--- config.mk ---
export PLATFORM = sky130hd
export DESIGN_NAME = mxv_ctrl_seq
export DESIGN_NICKNAME = d
export VERILOG_FILES = /design/src/rtl/mxv_ctrl_seq.sv
export SDC_FILE = /design/constraint.sdc
export NUM_CORES = 1
export LEC_CHECK = 0
export BUFFER_PORTS_ARGS = -buffer_cell sky130_fd_sc_hd__buf_2
export CAP_MARGIN = 10
export CORE_UTILIZATION = 53
export DETAILED_ROUTE_END_ITERATION = 6
export PLACE_DENSITY = 0.87
export RECOVER_POWER = 25
export SLEW_MARGIN = 5
export SYNTH_ARGS = -nofsm -noshare
export SYNTH_HDL_FRONTEND = slang
export SYNTH_SLANG_ARGS = --single-unit
--- constraint.sdc ---
create_clock -name clk -period 2.93 [get_ports clk]
set_clock_uncertainty 0.05 [all_clocks]
set_input_delay 0.4395 -clock clk [delete_from_list [all_inputs] [get_ports clk]]
set_output_delay 0.4395 -clock clk [all_outputs]
set_load 0.005 [all_outputs]
--- src/rtl/mxv_ctrl_seq.sv ---
// Frame sequencer for the matrix-vector engine: FIFO load, staggered pop ramp, UART result frame.
// Optional synchronous abort input is compiled in when MXV_CTRL_ABORT_EN is defined.
module mxv_ctrl_seq #(
  parameter int                NUM_CH     = 4,
  parameter int                DATA_W     = 8,
  parameter logic [DATA_W-1:0] START_BYTE = 8'hFE,
  parameter logic [DATA_W-1:0] CMD_BYTE   = 8'h04,
  parameter logic [DATA_W-1:0] TRAIL_BYTE = 8'hEF
) (
  input  logic              clk,
  input  logic              reset,
  input  logic              start_load,
  input  logic              end_load,
  input  logic              op_step,
  input  logic              end_op,
  input  logic              end_tx_results,
  input  logic [DATA_W-1:0] matrix_length,
  input  logic              tx_ready,
  input  logic              tx_done,
`ifdef MXV_CTRL_ABORT_EN
  input  logic              abort,
`endif
  output logic              enable_counter,
  output logic              op_in_process,
  output logic [NUM_CH-1:0] pop,
  output logic              transmit,
  output logic              tx_en,
  output logic [DATA_W-1:0] tx_data,
  output logic              last_cmd,
  output logic              frame_done
);

  localparam logic [3:0] ST_IDLE     = 4'd0;
  localparam logic [3:0] ST_WAIT_REL = 4'd1;
  localparam logic [3:0] ST_LOAD     = 4'd2;
  localparam logic [3:0] ST_RAMP     = 4'd3;
  localparam logic [3:0] ST_FULL     = 4'd4;
  localparam logic [3:0] ST_START    = 4'd5;
  localparam logic [3:0] ST_LEN      = 4'd6;
  localparam logic [3:0] ST_CMD      = 4'd7;
  localparam logic [3:0] ST_TX_RES   = 4'd8;
  localparam logic [3:0] ST_TRAIL    = 4'd9;

  localparam logic [NUM_CH-1:0] POP_ONE = NUM_CH'(1'b1);

  logic [3:0]        state_q, state_d;
  logic              sent_q, sent_d;
  logic [NUM_CH-1:0] pop_q, pop_d;
  logic [DATA_W-1:0] tx_data_q, tx_data_d;
  logic [DATA_W-1:0] len_q, len_d;
  logic              tx_en_q, tx_en_d;
  logic              frame_done_q, frame_done_d;
  logic              enable_counter_q, enable_counter_d;
  logic              op_in_process_q, op_in_process_d;
  logic              transmit_q, transmit_d;
  logic              last_cmd_q, last_cmd_d;
  logic              pop_step_s;
  logic              entry_s;
  logic              abort_s;

`ifdef MXV_CTRL_ABORT_EN
  assign abort_s = abort;
`else
  assign abort_s = 1'b0;
`endif

  function automatic logic is_send(input logic [3:0] st);
    case (st)
      ST_START, ST_LEN, ST_CMD, ST_TRAIL: is_send = 1'b1;
      default:                            is_send = 1'b0;
    endcase
  endfunction

  function automatic logic [3:0] send_next(input logic [3:0] st);
    case (st)
      ST_START: send_next = ST_LEN;
      ST_LEN:   send_next = ST_CMD;
      ST_CMD:   send_next = ST_TX_RES;
      default:  send_next = ST_IDLE;
    endcase
  endfunction

  function automatic logic [DATA_W-1:0] send_byte(input logic [3:0] st, input logic [DATA_W-1:0] len);
    case (st)
      ST_START: send_byte = START_BYTE;
      ST_LEN:   send_byte = len;
      ST_CMD:   send_byte = CMD_BYTE;
      ST_TRAIL: send_byte = TRAIL_BYTE;
      default:  send_byte = {DATA_W{1'b0}};
    endcase
  endfunction

  // Next-state decision plus the one-cycle byte strobe and frame-complete pulse.
  always_comb begin
    state_d      = state_q;
    tx_en_d      = 1'b0;
    frame_done_d = 1'b0;
    pop_step_s   = 1'b0;
    case (state_q)
      ST_IDLE: begin
        if (start_load) state_d = ST_WAIT_REL;
        else            state_d = ST_IDLE;
      end
      ST_WAIT_REL: begin
        if (!start_load) state_d = ST_LOAD;
        else             state_d = ST_WAIT_REL;
      end
      ST_LOAD: begin
        if (end_load) state_d = ST_RAMP;
        else          state_d = ST_LOAD;
      end
      ST_RAMP: begin
        // end_op wins over op_step so short matrices can skip the rest of the ramp
        if (end_op)       state_d = ST_START;
        else if (&pop_q)  state_d = ST_FULL;
        else begin
          state_d    = ST_RAMP;
          pop_step_s = op_step;
        end
      end
      ST_FULL: begin
        if (end_op) state_d = ST_START;
        else        state_d = ST_FULL;
      end
      ST_START, ST_LEN, ST_CMD, ST_TRAIL: begin
        // phase A (sent_q=0) waits for tx_ready; phase B waits for tx_done
        if (!sent_q) begin
          tx_en_d = tx_ready;
          state_d = state_q;
        end else if (tx_done) begin
          state_d      = send_next(state_q);
          frame_done_d = (state_q == ST_TRAIL);
        end else begin
          state_d = state_q;
        end
      end
      ST_TX_RES: begin
        if (end_tx_results) state_d = ST_TRAIL;
        else                state_d = ST_TX_RES;
      end
      default: state_d = ST_IDLE;
    endcase
    if (abort_s && (state_q != ST_IDLE)) begin
      state_d      = ST_IDLE;
      tx_en_d      = 1'b0;
      frame_done_d = 1'b0;
    end else begin
      state_d = state_d;
    end
  end

  // Datapath registers: send phase, byte latch, length capture, pop ramp and state decodes.
  always_comb begin
    entry_s   = (state_d != state_q);
    sent_d    = entry_s ? 1'b0 : (sent_q | tx_en_d);
    tx_data_d = (entry_s && is_send(state_d)) ? send_byte(state_d, len_q) : tx_data_q;
    len_d     = ((state_q == ST_IDLE) && (state_d == ST_WAIT_REL)) ? matrix_length : len_q;
    if ((state_d != ST_RAMP) && (state_d != ST_FULL)) begin
      pop_d = {NUM_CH{1'b0}};
    end else if ((state_q != ST_RAMP) && (state_q != ST_FULL)) begin
      pop_d = POP_ONE;
    end else if (pop_step_s) begin
      pop_d = (pop_q << 1'b1) | POP_ONE;
    end else begin
      pop_d = pop_q;
    end
    enable_counter_d = (state_d == ST_LOAD);
    op_in_process_d  = (state_d == ST_RAMP) || (state_d == ST_FULL);
    transmit_d       = (state_d == ST_TX_RES);
    last_cmd_d       = (state_d == ST_TRAIL);
  end

  // State and output flops with asynchronous active-low reset.
  always_ff @(posedge clk or negedge reset) begin
    if (!reset) begin
      state_q          <= ST_IDLE;
      sent_q           <= 1'b0;
      pop_q            <= {NUM_CH{1'b0}};
      tx_data_q        <= {DATA_W{1'b0}};
      len_q            <= {DATA_W{1'b0}};
      tx_en_q          <= 1'b0;
      frame_done_q     <= 1'b0;
      enable_counter_q <= 1'b0;
      op_in_process_q  <= 1'b0;
      transmit_q       <= 1'b0;
      last_cmd_q       <= 1'b0;
    end else begin
      state_q          <= state_d;
      sent_q           <= sent_d;
      pop_q            <= pop_d;
      tx_data_q        <= tx_data_d;
      len_q            <= len_d;
      tx_en_q          <= tx_en_d;
      frame_done_q     <= frame_done_d;
      enable_counter_q <= enable_counter_d;
      op_in_process_q  <= op_in_process_d;
      transmit_q       <= transmit_d;
      last_cmd_q       <= last_cmd_d;
    end
  end

  assign enable_counter = enable_counter_q;
  assign op_in_process  = op_in_process_q;
  assign pop            = pop_q;
  assign transmit       = transmit_q;
  assign tx_en          = tx_en_q;
  assign tx_data        = tx_data_q;
  assign last_cmd       = last_cmd_q;
  assign frame_done     = frame_done_q;

endmodule
==> impl_metrics.csv, run 1 <==
group,metric,value,unit
detailed_routing,vias,1278,
critical_path,rr_worst_depth,7,
critical_path,worstSetupEndpointType,"flop",
floorplanning,floorplan.die.width,57.38,um
sta,timing_worst_slew_pin_value,1.602,ns
place,placement.io_buffers,34,
layout,layout-area-overhead-vs-synth,14.93,%
clock_tree,cts_inserted_buffers,5,
synthesis,synth_cell_types,45,
sta,relSlewSlack,-0.06796,
detailed_routing,detail_route.wirelength,3351,um
floorplanning,floorplan.die_area,0.003292,mm2
global_route,wire_length_of_the_first_global_routing_pass,5830,um
critical_path,cp_data_arrival_time,2.84,ns
power,total_power,0.002051,W
layout,commonest_cells_after_routing_fill_and_taps_aside,"buf_2 (33), dfrtp_1 (31), inv_1 (8), o21ai_0 (8), mux2_2 (8)",
global_route,grt_start_max_net_pins,32,
sta,finalHoldViolCount,0,
critical_path,critical_path.n_buffers_inverters,1,
job,max-cap-violations,1,
critical_path,rr_endpoint,"tx_data[0]$_DFFE_PN0P_",
sta,rsz_0062_raised_after_global_routing,"no",
clock_tree,worst_skew_pair.late_latency,0.33,ns
layout,postLayoutCellArea,0.001868,mm2
critical_path,cell_family_with_most_cp_delay,"compound AO/OA/AOI/OAI gates",
worst_hold_path,hold_path_class,"input pin to flop",
synthesis,synth_top_flop_cell,"dfrtp_1",
floorplanning,boundaryPins,35,
critical_path,cpMaxStageDelayCell,"dfrtp_1",
layout,num-fill-cells,218,
sta,final-setup-viol-count,0,
synthesis,synth-warning-count,0,
power,power-per-cell-area,1098,mW/mm2
critical_path,worstSetupStartpointType,"flop",
power,power.static_leakage,0.8745,nW
floorplanning,rows,19,
critical_path,timing.critical_path.cells,"nor2b_1, a32oi_1, o311ai_2, nor2_2, inv_1, a32o_1, mux2_1",
synthesis,postSynthAreaPerCell,10.84,um2
global_route,first_global_vias,1264,
clock_tree,cts.repair_timing.setup_buffer_count,0,
floorplanning,core,0.002829,mm2
synthesis,ys_seq_area_frac,0.4773,
floorplanning,initial_utilization,0.5745,
sta,max_clock_freq,376.0,MHz
synthesis,synthesis.instances,150,
clock_tree,cts-root-buf,"clkbuf_4",
layout,final_nets,202,
critical_path,timing.rr.start,"state_q[1]$_DFF_PN0_",
detailed_routing,drcViolationCount,3,
synthesis,synth-seq-cells,31,
detailed_routing,route.antenna.remaining_nets,0,
critical_path,stages_on_the_worst_setup_path,7,
sta,slew_violations,32,
outcome,violations,"DRC, capacitance limit, slew limit",
global_route,grt_use_total,0.2349,
critical_path,critical_path_peak_fanout,15,
clock_tree,postCtsHoldBufs,0,
critical_path,crit_required,3.11,ns
sta,min_period,2.660,ns
critical_path,flop_to_flop_setup_slack,0.27,ns
layout,final_common_cell,"buf_2",
sta,setup-tns-final,0,ns
synthesis,synth-async-reset-ratio,1.000,
critical_path,timing.critical_path.slowest_cell_delay,0.56,ns
global_route,grt_antenna_before_repair,0,
global_route,overflow_left_after_global_routing,0,
outcome,outcome,"finished, violations left",
critical_path,cp-startpoint,"state_q[1]$_DFF_PN0_",
synthesis,synthesis.area,0.001625,mm2
clock_tree,cts_htree_levels,2,
clock_tree,clock_transition_time_at_the_flip_flop_clock_pins_of_the_worst_setup_and_hold_paths,0.10,ns
place,dpl-instance-area,0.001812,mm2
detailed_routing,firstDrtPassIters,7,
detailed_routing,viasPerCell,5.889,
place,dpl.hpwl,2468,um
critical_path,criticalPathCategory,"flop to flop",
layout,post_route_cells_drive_above_1_share,0.3387,
synthesis,syn_nets,167,
synthesis,post_synth_edffs,0,
clock_tree,clkSinkCount,31,
floorplanning,die_height,57.38,um
clock_tree,cts-resized-gates,0,
power,worst_ir_drop_vdd,0.6825,mV
place,gp_congestion,0.8530,
critical_path,worst_setup_path_endpoint,"tx_data[0]$_DFFE_PN0P_",
clock_tree,cts_tree,"built",
sta,period_share,0.9078,
layout,number_of_diodes_added_for_antenna_fixing,0,
worst_hold_path,min-delay-start,"matrix_length[7]",
detailed_routing,detail_route.wl_per_cell,15.44,um
detailed_routing,detailedRoute.firstIterationViolations,57,
clock_tree,max_buffers_root_to_sink,2,
## layout make-up
type / count / area, um2 / area share
well taps: 31 / 38.79 / 0.02076
clock buffers: 5 / 37.54 / 0.02009
inverters: 8 / 30.03 / 0.01608
flip-flops and latches: 31 / 775.7 / 0.4153
clock inverters: 3 / 20.02 / 0.01072
multi-input cells: 104 / 789.5 / 0.4226
repair buffers: 35 / 176.4 / 0.09444
## Yosys cell counts, drive strengths merged, types with 2 or more instances
cell type	number	area share
buf	3	0.0092
o21ai	8	0.025
clkbuf	4	0.0092
o32a	5	0.031
o311ai	2	0.020
dfrtp	31	0.48
or2	3	0.012
a31oi	2	0.0077
nor3b	2	0.0092
mux2	12	0.085
nand2	5	0.012
and2	8	0.032
nor2	8	0.020
a21boi	4	0.018
nor3	4	0.012
nand2b	2	0.012
a21oi	6	0.018
and3b	2	0.011
mux2i	2	0.012
inv	8	0.018
nand4	2	0.0077
nor2b	5	0.019
o31ai	2	0.0092
nand3	4	0.012
## flip-flops by register name, summed over array words and instances (netlist names)
name / count
len_q: 8
tx_data: 8
pop: 4
state_q: 4
enable_counter: 1
frame_done: 1
last_cmd: 1
op_in_process: 1
sent_q: 1
transmit: 1
tx_en: 1
## stage by stage
step	util	cells	hold WS [ns]	setup slack [ns]
2_1_floorplan	-	150	0.09391	0.5892
3_3_place_gp	0.6404	209	0.4181	0.3670
3_5_place_dp	0.6404	209	0.4207	0.3102
4_1_cts	0.6608	217	0.09188	0.2961
5_1_grt	0.6603	217	0.2636	0.06838
6_report	0.6603	217	0.2767	0.2701
## logic make-up after synthesis
logic type,share of synthesized area
buffers and inverters,0.03695
flip-flops,0.4773
XOR/XNOR,0.005390
AO/OA/AOI/OAI,0.1955
multiplexers,0.09777
AND/OR/NAND/NOR,0.1871
## layer usage
metal	GRT usage	routed length (um)	vias to the layer above
li1	-	-	615
met1	0.3259	1565	616
met2	0.3439	1563	43
met3	0.07937	192	4
met4	0.08362	29	0
met5	0	0	-
## worst min path at each step
stage	to	cells past startpoint
5_1_grt	len_q[7]$_DFFE_PN0P_	2
6_report	len_q[7]$_DFFE_PN0P_	2
3_5_place_dp	tx_data[4]$_DFFE_PN0P_	1
3_3_place_gp	tx_data[0]$_DFFE_PN0P_	1
4_1_cts	tx_data[0]$_DFFE_PN0P_	1
2_1_floorplan	enable_counter$_DFF_PN0_	0
## power breakdown
group / internal (W) / switching, W / leakage (nW)
sequential: 0.000595 / 0.000151 / 0.387
combinational: 0.000512 / 0.000549 / 0.461
clock: 0.0000914 / 0.000152 / 0.0272
(Power assumes the default switching activity.)
==> run 2: changes to the inputs <==
--- a/config.mk
+++ b/config.mk
@@ -7,9 +7,10 @@
 export LEC_CHECK = 0
 export BUFFER_PORTS_ARGS = -buffer_cell sky130_fd_sc_hd__buf_2
 export CAP_MARGIN = 10
-export CORE_UTILIZATION = 53
+export CORE_UTILIZATION = 56
+export CTS_BUF_LIST = sky130_fd_sc_hd__clkbuf_4 sky130_fd_sc_hd__clkbuf_8
 export DETAILED_ROUTE_END_ITERATION = 6
-export PLACE_DENSITY = 0.87
+export PLACE_DENSITY = 0.91
 export RECOVER_POWER = 25
 export SLEW_MARGIN = 5
 export SYNTH_ARGS = -nofsm -noshare
==> impl_metrics.csv, run 2 (same netlist as run 1, synthesis figures left out) <==
group,metric,value,unit
outcome,outcome,"finished, violations left",
outcome,violations,"capacitance limit, slew limit",
clock_tree,cts_tree,"built",
power,power.share.sequential,0.346,
power,power.static_leakage,0.8955,nW
power,worst_ir_drop_vdd,0.8100,mV
sta,relSlewSlack,-0.08641,
global_route,grt_use_total,0.2508,
detailed_routing,detailedRoute.firstIterationViolations,49,
clock_tree,clock_transition_time_at_the_flip_flop_clock_pins_of_the_worst_setup_and_hold_paths,0.10,ns
critical_path,cp-startpoint,"state_q[0]$_DFF_PN0_",
critical_path,timing.critical_path.cells,"inv_1, or4_4, o211a_4, mux2_4, a22oi_4, mux2_1",
floorplanning,core,0.002758,mm2
clock_tree,clkSinkCount,31,
layout,commonest_cells_after_routing_fill_and_taps_aside,"buf_2 (33), dfrtp_1 (31), inv_1 (8), o21ai_0 (8), mux2_2 (8)",
layout,post_route_cells_drive_above_1_share,0.3387,
floorplanning,initial_utilization,0.5894,
detailed_routing,detail_route.wl_per_cell,16.53,um
global_route,grt_start_max_net_pins,32,
sta,rsz_0062_raised_after_global_routing,"no",
worst_hold_path,hold_path_class,"input pin to flop",
detailed_routing,detail_route.wirelength,3587,um
place,gp_congestion,0.9023,
critical_path,critical_path_peak_fanout,13,
critical_path,worstSetupEndpointType,"flop",
clock_tree,cts_htree_levels,2,
sta,period_share,0.9262,
detailed_routing,drcViolationCount,0,
clock_tree,cts_inserted_buffers,5,
detailed_routing,route.antenna.remaining_nets,0,
power,power.combinational.fraction,0.494,
place,placement.io_buffers,34,
job,max-cap-violations,1,
sta,final-setup-viol-count,0,
layout,final_core_util,0.6878,
critical_path,worst_setup_path_endpoint,"tx_data[2]$_DFFE_PN0P_",
floorplanning,floorplan.die.width,55.88,um
detailed_routing,vias,1298,
power,power-per-cell-area,1153,mW/mm2
floorplanning,rows,19,
sta,max_clock_freq,368.5,MHz
sta,timing_worst_slew_pin_value,1.630,ns
clock_tree,cts.repair_timing.setup_buffer_count,0,
power,power.clock.fraction,0.160,
floorplanning,die_height,55.88,um
critical_path,cp_data_arrival_time,2.88,ns
global_route,wire_length_of_the_first_global_routing_pass,5885,um
global_route,global_route.peak_usage_layer,"met2",
critical_path,rr_worst_depth,6,
power,power_switching,0.0008777,W
clock_tree,max_buffers_root_to_sink,2,
sta,final.hold.worst_slack,0.2768,ns
global_route,grt_antenna_before_repair,0,
critical_path,timing.rr.start,"state_q[0]$_DFF_PN0_",
floorplanning,floorplan.die_area,0.003122,mm2
global_route,grt.met2_usage,0.4079,
critical_path,timing.critical_path.slowest_cell_delay,0.60,ns
critical_path,rr_endpoint,"tx_data[2]$_DFFE_PN0P_",
global_route,overflow_left_after_global_routing,0,
critical_path,cpMaxStageDelayCell,"or4_4",
global_route,grt_util_met1,0.3035,
layout,final_nets,202,
sta,slew_violations,32,
critical_path,crit_required,3.10,ns
sta,min_period,2.714,ns
power,p_int,0.001310,W
detailed_routing,firstDrtPassIters,4,
place,dpl.hpwl,2536,um
floorplanning,boundaryPins,35,
sta,finalHoldViolCount,0,
global_route,first_global_vias,1266,
clock_tree,worst_skew_pair.late_latency,0.34,ns
layout,layout-area-overhead-vs-synth,16.71,%
clock_tree,cts-root-buf,"clkbuf_4",
clock_tree,postCtsHoldBufs,0,
detailed_routing,viasPerCell,5.982,
layout,number_of_diodes_added_for_antenna_fixing,0,
critical_path,criticalPathCategory,"flop to flop",
global_route,global_route.usage.met3,0.07209,
power,p_sw_frac,0.4013,
layout,final_common_cell,"buf_2",
clock_tree,cts-resized-gates,0,
critical_path,worstSetupStartpointType,"flop",
critical_path,flop_to_flop_setup_slack,0.22,ns
sta,setup-tns-final,0,ns
-- run 2: worst min path at each step --
stage | endpoint | depth (start not counted) | start | slack, ns
global placement | tx_data[4]$_DFFE_PN0P_ | 1 | tx_data[4]$_DFFE_PN0P_ | 0.42
detailed placement | tx_data[0]$_DFFE_PN0P_ | 1 | tx_data[0]$_DFFE_PN0P_ | 0.43
global route | len_q[7]$_DFFE_PN0P_ | 2 | matrix_length[7] | 0.28
floorplan | enable_counter$_DFF_PN0_ | 0 | reset | 0.09
finish | tx_en$_DFF_PN0_ | 3 | tx_ready | 0.28
CTS | frame_done$_DFF_PN0_ | 1 | reset | 0.1
-- run 2: area by class of cell --
| type | instances | area (um2) |
|---|---|---|
| Timing Repair Buffer | 35 | 176.4 |
| Fill cell | 212 | 860.8 |
| Multi-Input combinational cell | 104 | 789.5 |
| Clock inverter | 2 | 35.03 |
| Tap cell | 31 | 38.79 |
| Inverter | 8 | 30.03 |
| Sequential cell | 31 | 775.7 |
| Clock buffer | 6 | 51.30 |
-- run 2: critical path, delay by kind of cell (launching register included) --
family	cells	cell delay, ns
AOI/OAI and AO/OA	2	0.47
and+or+nand+nor	1	0.60
DFF	1	0.58
muxes	2	0.68
buffers and inverters	1	0.20
-- run 2: through the flow --
| step | power (W) | setup slack, ns | area [um2] | instances |
|---|---|---|---|---|
| floorplan | 0.001551 | 0.5892 | 1625 | 150 |
| global placement | 0.001771 | 0.3762 | 1812 | 209 |
| detailed placement | 0.001830 | 0.2756 | 1812 | 209 |
| CTS | 0.002190 | 0.2304 | 1898 | 217 |
| global route | 0.002327 | 0.05891 | 1897 | 217 |
| finish | 0.002187 | 0.2162 | 1897 | 217 |
-- run 2: metal layers --
metal,wire length (um),share of wire,up-vias
li1,-,-,619
met1,1474,0.41,621
met2,1799,0.50,48
met3,232,0.065,10
met4,81,0.023,0
met5,0,0,-
-- run 2: power by group through the flow --
stage | Combinational, W | Sequential, W | Clock [W]
2_1_floorplan | 0.000856 | 0.000695 | 0
3_3_place_gp | 0.00103 | 0.000744 | 0
3_5_place_dp | 0.00107 | 0.000758 | 0
4_1_cts | 0.00108 | 0.000751 | 0.000357
5_1_grt | 0.00118 | 0.000780 | 0.000369
6_report | 0.00108 | 0.000757 | 0.000350
==> run 3: changes to the inputs <==
--- a/config.mk
+++ b/config.mk
@@ -5,12 +5,13 @@
 export SDC_FILE = /design/constraint.sdc
 export NUM_CORES = 1
 export LEC_CHECK = 0
+export ABC_AREA = 1
 export BUFFER_PORTS_ARGS = -buffer_cell sky130_fd_sc_hd__buf_2
 export CAP_MARGIN = 10
 export CORE_UTILIZATION = 56
 export CTS_BUF_LIST = sky130_fd_sc_hd__clkbuf_4 sky130_fd_sc_hd__clkbuf_8
 export DETAILED_ROUTE_END_ITERATION = 6
-export PLACE_DENSITY = 0.91
+export PLACE_DENSITY = 0.9
 export RECOVER_POWER = 25
 export SLEW_MARGIN = 5
 export SYNTH_ARGS = -nofsm -noshare
==> impl_metrics.csv, run 3 <==
group,metric,value,unit
critical_path,rr_endpoint,"pop[3]$_DFFE_PN0P_",
clock_tree,cts_tree,"built",
layout,final_common_cell,"nand2_1",
layout,commonest_cells_after_routing_fill_and_taps_aside,"nand2_1 (68), buf_2 (33), dfrtp_1 (31)",
floorplanning,boundaryPins,35,
place,dp_cells,269,
layout,final_cell_count_no_fill,276,
global_route,grt_use_total,0.2344,
power,p_int,0.001115,W
sta,timing_worst_slew_pin_value,1.544,ns
place,gp_congestion,0.8938,
synthesis,postSynthAreaPerCell,8.236,um2
layout,final_nets,262,
detailed_routing,firstDrtPassIters,7,
critical_path,rr_worst_depth,11,
critical_path,timing.rr.start,"state_q[0]$_DFF_PN0_",
sta,slew_violations,32,
clock_tree,postCtsHoldBufs,0,
synthesis,synth_mux_area_frac,0.05310,
clock_tree,clock_transition_time_at_the_flip_flop_clock_pins_of_the_worst_setup_and_hold_paths,0.09,ns
synthesis,yosys.area_share.adder,0,
critical_path,worst_setup_path_endpoint,"pop[3]$_DFFE_PN0P_",
global_route,first_global_vias,1291,
outcome,violations,"DRC, capacitance limit, slew limit",
synthesis,post-synth-top-area-fraction,0.4572,
power,worst_ir_drop_vdd,0.5918,mV
critical_path,cp_data_arrival_time,2.22,ns
synthesis,synth.area.top_cells,"dfrtp_1 (46%), nand2_1 (15%), nand2_2 (6.6%)",
synthesis,synthDominantAreaCellType,"dfrtp_1",
detailed_routing,detail_route.wirelength,3390,um
clock_tree,worst_skew_pair.late_latency,0.33,ns
power,power.share.sequential,0.328,
sta,finalHoldViolCount,0,
place,placement.io_buffers,34,
sta,rsz_0062_raised_after_global_routing,"no",
power,power-per-cell-area,1039,mW/mm2
detailed_routing,drcViolationCount,6,
power,p_sw_frac,0.4551,
synthesis,synth_top_family_by_area,"simple AND/OR/NAND/NOR gates",
floorplanning,rows,19,
global_route,overflow_left_after_global_routing,0,
synthesis,synthesis.instances,206,
synthesis,ys_seq_area_frac,0.4572,
sta,setup-tns-final,0,ns
global_route,grt_start_max_net_pins,32,
synthesis,syn_nets,223,
floorplanning,initial_utilization,0.6048,
critical_path,timing.critical_path.slowest_cell_delay,0.52,ns
critical_path,worstSetupEndpointType,"flop",
synthesis,synthSimpleGateAreaFrac,0.4233,
sta,max_clock_freq,491.3,MHz
critical_path,flop_to_flop_setup_slack,0.89,ns
critical_path,cp-startpoint,"state_q[0]$_DFF_PN0_",
layout,post_route_cells_drive_above_1_share,0.3469,
outcome,outcome,"finished, violations left",
floorplanning,core,0.002805,mm2
power,power.clock.fraction,0.157,
clock_tree,max_buffers_root_to_sink,2,
synthesis,synth_cell_types,25,
global_route,grt_antenna_before_repair,0,
synthesis,netlist_top_cells_count,"nand2_1 (68), dfrtp_1 (31), nand3_1 (21)",
synthesis,synth_xor_area_frac,0,
layout,number_of_diodes_added_for_antenna_fixing,0,
power,power.static_leakage,1.113,nW
critical_path,timing.critical_path.cells,"inv_1, nand2_1, nor2_1, a21oi_1, nand2_2, nor2_1, nand2_2, nand2_4, nand2_2, nand3_1, nand2_1",
synthesis,post_synth_edffs,0,
clock_tree,cts_htree_levels,2,
sta,relSlewSlack,-0.02957,
power,power_switching,0.0009316,W
critical_path,criticalPathCategory,"flop to flop",
place,dpl.hpwl,2518,um
sta,min_period,2.036,ns
detailed_routing,detail_route.wl_per_cell,12.28,um
clock_tree,cts.repair_timing.setup_buffer_count,0,
clock_tree,cts-root-buf,"clkbuf_4",
critical_path,cpMaxStageDelayCell,"dfrtp_1",
synthesis,synth-warning-count,0,
critical_path,cell_family_with_most_cp_delay,"simple AND/OR/NAND/NOR gates",
synthesis,synth-seq-cells,31,
clock_tree,cts-resized-gates,0,
detailed_routing,detailedRoute.firstIterationViolations,62,
critical_path,critical_path_peak_fanout,15,
sta,period_share,0.6947,
detailed_routing,viasPerCell,5.254,
synthesis,synth-async-reset-ratio,1.000,
floorplanning,floorplan.die.width,57.04,um
global_route,wire_length_of_the_first_global_routing_pass,5727,um
synthesis,synth_top_flop_cell,"dfrtp_1",
clock_tree,clkSinkCount,31,
power,power.combinational.fraction,0.515,
synthesis,synthMostInstantiatedCell,"nand2_1",
synthesis,synth_area_in_compound_gates,0.02212,
worst_hold_path,hold_path_class,"input pin to flop",
detailed_routing,route.antenna.remaining_nets,0,
job,max-cap-violations,1,
place,place_ws,0.9356,ns
layout,layout-area-overhead-vs-synth,16.08,%
floorplanning,floorplan.die_area,0.003254,mm2
clock_tree,cts_inserted_buffers,5,
critical_path,critical_path.n_buffers_inverters,1,
sta,worst_slack_setup_final,0.8945,ns
critical_path,crit_required,3.11,ns
synthesis,synthesis.area,0.001697,mm2
critical_path,stages_on_the_worst_setup_path,11,
sta,final-setup-viol-count,0,
critical_path,worstSetupStartpointType,"flop",
critical_path,crit_top_cell,"nand2_2",
floorplanning,die_height,57.04,um
detailed_routing,vias,1450,
==> run 3: cell count changes after synthesis, moves of 7 or more <==
cell     delta
nand3_1    +17
nand2_1    +63
nor2_1     +12
and2_1      -7
o21ai_0     -7
nand2_2    +18
==> run 3: worst reg2reg max path: cells and delay by family, from the launching register on <==
kind            cells  cell delay (ns)
simple gates        9             1.01
buf+inv             1             0.12
compound gates      1             0.22
flops               1             0.52
==> run 3: how the worst min path moves through the flow <==
stage	cells past startpoint	endpoint	slack, ns	start
after global placement	1	tx_en$_DFF_PN0_	0.40	sent_q$_DFF_PN0_
final	2	len_q[2]$_DFFE_PN0P_	0.28	matrix_length[2]
after global routing	2	len_q[4]$_DFFE_PN0P_	0.27	matrix_length[4]
after floorplan	0	enable_counter$_DFF_PN0_	0.09	reset
after detailed placement	1	tx_en$_DFF_PN0_	0.41	sent_q$_DFF_PN0_
after CTS	1	tx_data[1]$_DFFE_PN0P_	0.09	reset
==> run 3: cells by family after synthesis <==
kind of cell | count (synthesis)
AO/OA/AOI/OAI | 6
flip-flops | 31
buffers and inverters | 18
multiplexers | 8
AND/OR/NAND/NOR | 143
==> run 3: area by class of cell <==
class                   count  area [um2]
well taps                  31       38.79
fillers                   263       835.8
clock buffers               6       45.04
multi-input cells         157       845.8
repair buffers             34       168.9
flip-flops and latches     31       775.7
clock inverters             1       30.03
inverters                  16       65.06
==> run 3: metrics by stage <==
stage,power (W),utilization,hold slack (ns),cell area [um2]
after floorplan,0.001491,-,0.09391,1697
after global placement,0.001683,0.6757,0.4012,1896
after detailed placement,0.001721,0.6757,0.4111,1896
after CTS,0.002046,0.7025,0.09026,1971
after global routing,0.002200,0.7021,0.2659,1969
final,0.002047,0.7021,0.2754,1969
==> run 3: metal layers <==
| metal | track usage | routed length, um | vias to the layer above |
|---|---|---|---|
| li1 | - | - | 738 |
| met1 | 0.3138 | 1558 | 649 |
| met2 | 0.3647 | 1550 | 53 |
| met3 | 0.07710 | 223 | 10 |
| met4 | 0.07317 | 58 | 0 |
| met5 | 0 | 0 | - |
==> run 3: power groups by stage <==
stage               Sequential, W  Clock, W  Combinational (W)
floorplan                0.000645         0           0.000847
global placement         0.000670         0            0.00101
detailed placement       0.000677         0            0.00104
CTS                      0.000668  0.000324            0.00105
global route             0.000687  0.000348            0.00117
finish                   0.000672  0.000322            0.00105
